$ cat config.mk
export PLATFORM = sky130hd
export DESIGN_NAME = alu_serial
export DESIGN_NICKNAME = d
export VERILOG_FILES = /design/src/rtl/alu_serial.sv
export SDC_FILE = /design/constraint.sdc
export NUM_CORES = 1
export LEC_CHECK = 0
export CORE_ASPECT_RATIO = 0.6
export CORE_MARGIN = 2
export CORE_UTILIZATION = 50
export CTS_CLUSTER_SIZE = 40
export DETAILED_ROUTE_END_ITERATION = 7
export PLACE_DENSITY = 0.79
export SLEW_MARGIN = 40
export SYNTH_ARGS = -nofsm -noshare
export SYNTH_HDL_FRONTEND = slang
export SYNTH_SLANG_ARGS = --single-unit
$ cat constraint.sdc
create_clock -name clock -period 5.4 [get_ports clock]
set_clock_uncertainty 0.1 [all_clocks]
set_input_delay 0.54 -clock clock [delete_from_list [all_inputs] [get_ports clock]]
set_output_delay 0.54 -clock clock [all_outputs]
set_load 0.02 [all_outputs]
$ cat src/rtl/alu_serial.sv
// Slice-serial 8-op ALU: processes SLICE_W bits per clock, LSB slice first.
// Flags {Z,N,H,C} and result are registered when the last slice completes.
module alu_serial #(
  parameter int DATA_W  = 8,
  parameter int SLICE_W = 4
) (
  input  logic              clock,
  input  logic              reset,
  input  logic              start,
  input  logic [2:0]        alu_op,
  input  logic [DATA_W-1:0] in_A,
  input  logic [DATA_W-1:0] in_B,
  input  logic              in_C,
  output logic              busy,
  output logic              done,
  output logic [DATA_W-1:0] out,
  output logic [3:0]        out_flags
);

  localparam int NSLICE = DATA_W / SLICE_W;
  localparam int CW = (NSLICE > 1) ? $clog2(NSLICE) : 1;

  typedef enum logic [1:0] {IDLE, RUN, DONE} state_t;
  typedef enum logic [2:0] {
    OP_ADD, OP_ADC, OP_SUB, OP_SBC,
    OP_AND, OP_XOR, OP_OR, OP_CP
  } op_t;

  state_t            state;
  op_t               op_q;
  logic [DATA_W-1:0] a_q;
  logic [DATA_W-1:0] b_q;
  logic [DATA_W-1:0] res_q;
  logic              carry_q;
  logic [CW-1:0]     cnt;

  logic [31:0]        sh;
  logic [SLICE_W-1:0] s_a;
  logic [SLICE_W-1:0] s_b;
  logic [SLICE_W-1:0] s_res;
  logic [SLICE_W:0]   ext;
  logic               s_cout;
  logic [DATA_W-1:0]  res_full;
  logic               is_sub;
  logic               is_arith;
  logic               h_flag;
  logic               last;

  always_comb begin
    sh     = 32'(cnt) * 32'(SLICE_W);
    s_a    = SLICE_W'(a_q >> sh);
    s_b    = SLICE_W'(b_q >> sh);
    ext    = '0;
    s_res  = '0;
    s_cout = 1'b0;
    unique case (op_q)
      OP_ADD, OP_ADC: begin
        ext    = {1'b0, s_a} + {1'b0, s_b}
               + (SLICE_W+1)'(carry_q);
        s_res  = ext[SLICE_W-1:0];
        s_cout = ext[SLICE_W];
      end
      OP_SUB, OP_SBC, OP_CP: begin
        ext    = {1'b0, s_a} - {1'b0, s_b}
               - (SLICE_W+1)'(carry_q);
        s_res  = ext[SLICE_W-1:0];
        s_cout = ext[SLICE_W];
      end
      OP_AND: s_res = s_a & s_b;
      OP_XOR: s_res = s_a ^ s_b;
      OP_OR:  s_res = s_a | s_b;
      default: s_res = '0;
    endcase
    // result shifts in from the top; aligned after NSLICE slices
    res_full = (res_q >> SLICE_W)
             | (DATA_W'(s_res) << (DATA_W - SLICE_W));
    is_sub   = (op_q == OP_SUB) || (op_q == OP_SBC)
            || (op_q == OP_CP);
    is_arith = is_sub || (op_q == OP_ADD) || (op_q == OP_ADC);
    // carry/borrow into bit 4 recovered from the full-width sum
    h_flag   = res_full[4] ^ a_q[4] ^ b_q[4];
    last     = (cnt == CW'(NSLICE - 1));
  end

  always_ff @(posedge clock or posedge reset) begin
    if (reset) begin
      state     <= IDLE;
      op_q      <= OP_ADD;
      a_q       <= '0;
      b_q       <= '0;
      res_q     <= '0;
      carry_q   <= 1'b0;
      cnt       <= '0;
      busy      <= 1'b0;
      done      <= 1'b0;
      out       <= '0;
      out_flags <= '0;
    end else begin
      busy <= (state == RUN);
      done <= (state == DONE);
      unique case (state)
        IDLE: begin
          if (start) begin
            a_q     <= in_A;
            b_q     <= in_B;
            op_q    <= op_t'(alu_op);
            carry_q <= ((alu_op == 3'd1) || (alu_op == 3'd3))
                     ? in_C : 1'b0;
            cnt     <= '0;
            res_q   <= '0;
            state   <= RUN;
          end
        end
        RUN: begin
          res_q   <= res_full;
          carry_q <= s_cout;
          cnt     <= cnt + 1'b1;
          if (last) begin
            state        <= DONE;
            out          <= (op_q == OP_CP) ? a_q : res_full;
            out_flags[3] <= (res_full == '0);
            out_flags[2] <= is_sub;
            out_flags[1] <= is_arith ? h_flag : (op_q == OP_AND);
            out_flags[0] <= is_arith & s_cout;
          end
        end
        DONE: state <= IDLE;
        default: state <= IDLE;
      endcase
    end
  end

endmodule
==> out/metrics.csv <==
stage,metric,value,unit
outcome,status,finished clean,
critical_path,WP data arrival,3.20,ns
synth,"Cell Area, Synth",2361,um^2
drt,vias per cell,5.316,
synth,Syn Nets,294,
finish,# nets final,326,
critical_path,Crit Path Class,reg -> reg,
drt,WL met3,384,um
clocking,CTS Sinks,41,
critical_path,reg2reg start,cnt,
drt,metal2 WL,2199,um
critical_path,"CP delay by family, top",adder cells,
pwr,leakage power,0.001413,uW
clocking,CTS resizes,0,
finish,most frequent cells in the layout,"nand2_1, dfrtp_1, clkdlybuf4s50_1",
synth,synthesized flop and latch total,41,
sta,worst-margin pin slew,0.6963,ns
sta,period utilisation layout,57.70,%
global_routing,number of global-route vias before repair,1795,
synth,cells after synthesis,255,
clocking,Root Driver,clkbuf_8,
clocking,Skew-Pair Late Insertion Delay,0.30,ns
floorplan,Die X,92.72,um
hold_path,hold crit path type,reg -> reg,
global_routing,largest net degree at the start of global routing,42,
sta,RSZ-0062 raised after global routing,false,
sta,Finish-stage setup viols,0,
sta,fin crit period,3.116,ns
global_routing,global-route wire length before repair,8804,um
pwr,maximum vdd ir drop,0.0002411,V
drt,max layer used,met4,
synth,Post-synth EDFFs,0,
global_routing,initial antenna violation count,0,
place,Post-DP Area,2738,um^2
clocking,CTS tree,yes,
drt,M1 WL,2637,um
sta,Final Hold Viols,0,
floorplan,Core Area,4564,um^2
synth,sequential element share of the synthesized area,43.46,%
critical_path,WP data required,5.48,ns
clocking,CTS buffer count,5,
hold_path,Hold Path Stages,1,
sta,setup TNS,0,ns
synth,synth unique cells,47,
critical_path,critical-path maximum fanout,12,
drt,DRT Pass-1 Iters,4,
synth,fraction of registers with async set/reset,100.0,%
drt,initial drt markers,111,
floorplan,io pins,37,
global_routing,total gr overflow,0,
clocking,Setup Buffers After CTS,0,
finish,share of cells above drive strength 1,5.903,%
place,RD Place Congestion,0.8960,
critical_path,critical path endpoint category,flip-flop,
place,post-DP HPWL,3980,um
finish,"commonest non-fill, non-tap cell in the layout",nand2_1,
sta,max_slew headroom,53.58,%
critical_path,Register-to-Register Setup Slack,2.28,ns
hold_path,Hold EP,done,
critical_path,largest stage delay on the critical path,0.68,ns
clocking,Max Root-Sink Buffers,2,
drt,DR WL/cell,15.03,um
floorplan,Die Height,57.23,um
critical_path,Startpoint Class,flip-flop,
synth,Mean Syn Cell Area,9.259,um^2
critical_path,R2R Path End,out_flags[3],
clocking,H-tree levels,2,
drt,Final ANT Viol Nets,0,
drt,DRC viols,0,
critical_path,R2R cell count,9,
finish,final instance area,2856,um^2
drt,WL final,5276,um
finish,synth-to-layout area growth,20.99,%
critical_path,cell depth of the worst setup path,9,
sta,fin. max-slew vios,0,
critical_path,number of buffers and inverters on the critical path,2,
critical_path,Crit-path slowest cell,dfrtp_1,
sta,Achievable Freq,321.0,MHz
place,Buffers on Ports,36,
drt,vias,1866,
finish,ANT cells,0,
floorplan,Initial Utilization,51.73,%
floorplan,die area,5306,um^2
critical_path,critical path cell sequence,mux2i_1 > inv_1 > fa_1 > inv_1 > fa_1 > a22oi_1 > a2bb2oi_2 > nor4_1 > a32o_1,
global_routing,Total GRT Usage,21.82,%
floorplan,FP Rows,19,
clocking,cts hold-fix bufs,0,
run,maximum capacitance violations,0,
pwr,PwrDens,742.6,nW/um^2
hold_path,min-delay src,state[0],
clocking,CTS clock-pin slew for the worst setup and hold paths,0.08,ns
synth,warnings from Yosys,0,
synth,ys flop type,dfrtp_1,
-- synth_stat cells, types with 2 or more instances --
library cell,instances,area [um^2]
dfrtp_1,41,1026
o21ai_0,13,65.06
buf_2,5,25.02
a211oi_1,2,15.01
o21a_1,2,15.01
fa_1,4,80.08
nand3_1,8,40.04
buf_6,2,22.52
inv_1,16,60.06
xnor2_1,4,35.03
clkbuf_1,3,11.26
nor2_1,4,15.01
a21o_1,2,15.01
a22oi_1,2,15.01
mux2i_1,15,150.1
nor2b_1,2,12.51
nand2b_1,7,43.79
ha_1,12,150.1
a21oi_1,8,40.04
o32ai_2,2,32.53
nand2_1,75,281.5
-- per-layer routing --
metal | GRT usage (%) | vias to the layer above
met5 | 0 | -
met4 | 3.992 | 0
met1 | 32.93 | 890
met3 | 5.812 | 8
li1 | - | 905
met2 | 32.33 | 63
-- through the flow --
stage	worst slack, ns	power (uW)	std cells	util [%]	hold WS, ns
2_1_floorplan	2.643	1512	255	-	0.3266
3_3_place_gp	2.460	1799	343	59.98	0.3456
3_5_place_dp	2.344	1849	343	59.98	0.3407
4_1_cts	2.305	2111	351	62.53	0.3488
5_1_grt	2.133	2289	351	62.58	0.3764
6_report	2.284	2121	351	62.58	0.3502
-- worst max path at each step --
stage / start / endpoint / slack (ns)
after global placement: cnt / out_flags[3] / 2.46
final: cnt / out_flags[3] / 2.28
after detailed placement: cnt / out_flags[3] / 2.34
after CTS: cnt / out_flags[3] / 2.31
after global routing: cnt / out_flags[3] / 2.13
after floorplan: cnt / out_flags[3] / 2.64
-- worst register-to-register path, delay by kind of cell (launching register included) --
kind	cells	cell delay, ns
DFF	1	0.68
muxes	1	0.30
and+or+nand+nor	1	0.08
buffers and inverters	2	0.24
adders and majority gates	2	0.88
AOI/OAI and AO/OA	3	0.73
-- where the power goes --
part	switching [uW]	internal (uW)
Combinational	703	551
Clock	106	151
Sequential	161	449
Total	970	1150
-- layout make-up --
| type | count | area (um^2) |
|---|---|---|
| clock buffers | 7 | 86.33 |
| clock inverters | 1 | 30.03 |
| fillers | 421 | 1708 |
| inverters | 17 | 63.81 |
| multi-input cells | 185 | 1204 |
| flip-flops and latches | 41 | 1026 |
| well taps | 63 | 78.83 |
| repair buffers | 37 | 367.9 |
-- state kept, by name (all words and copies together) (netlist names) --
signal	cells
out_flags	4
done	1
res_q	4
a_q	8
out	8
state	2
carry_q	1
op_q	3
cnt	1
b_q	8
busy	1
-- logic make-up (layout without fill, tap and decap cells) --
family / count (synthesis) / count (layout) / share of synthesized area, %
xor+xnor: 5 / 5 / 1.855
compound gates: 41 / 41 / 11.92
buf+inv: 29 / 62 / 5.670
simple gates: 107 / 107 / 20.35
flops: 41 / 41 / 43.46
fa+ha+maj: 16 / 16 / 9.751
mux: 16 / 16 / 6.995
No activity file was read; power rests on OpenSTA's default activity.
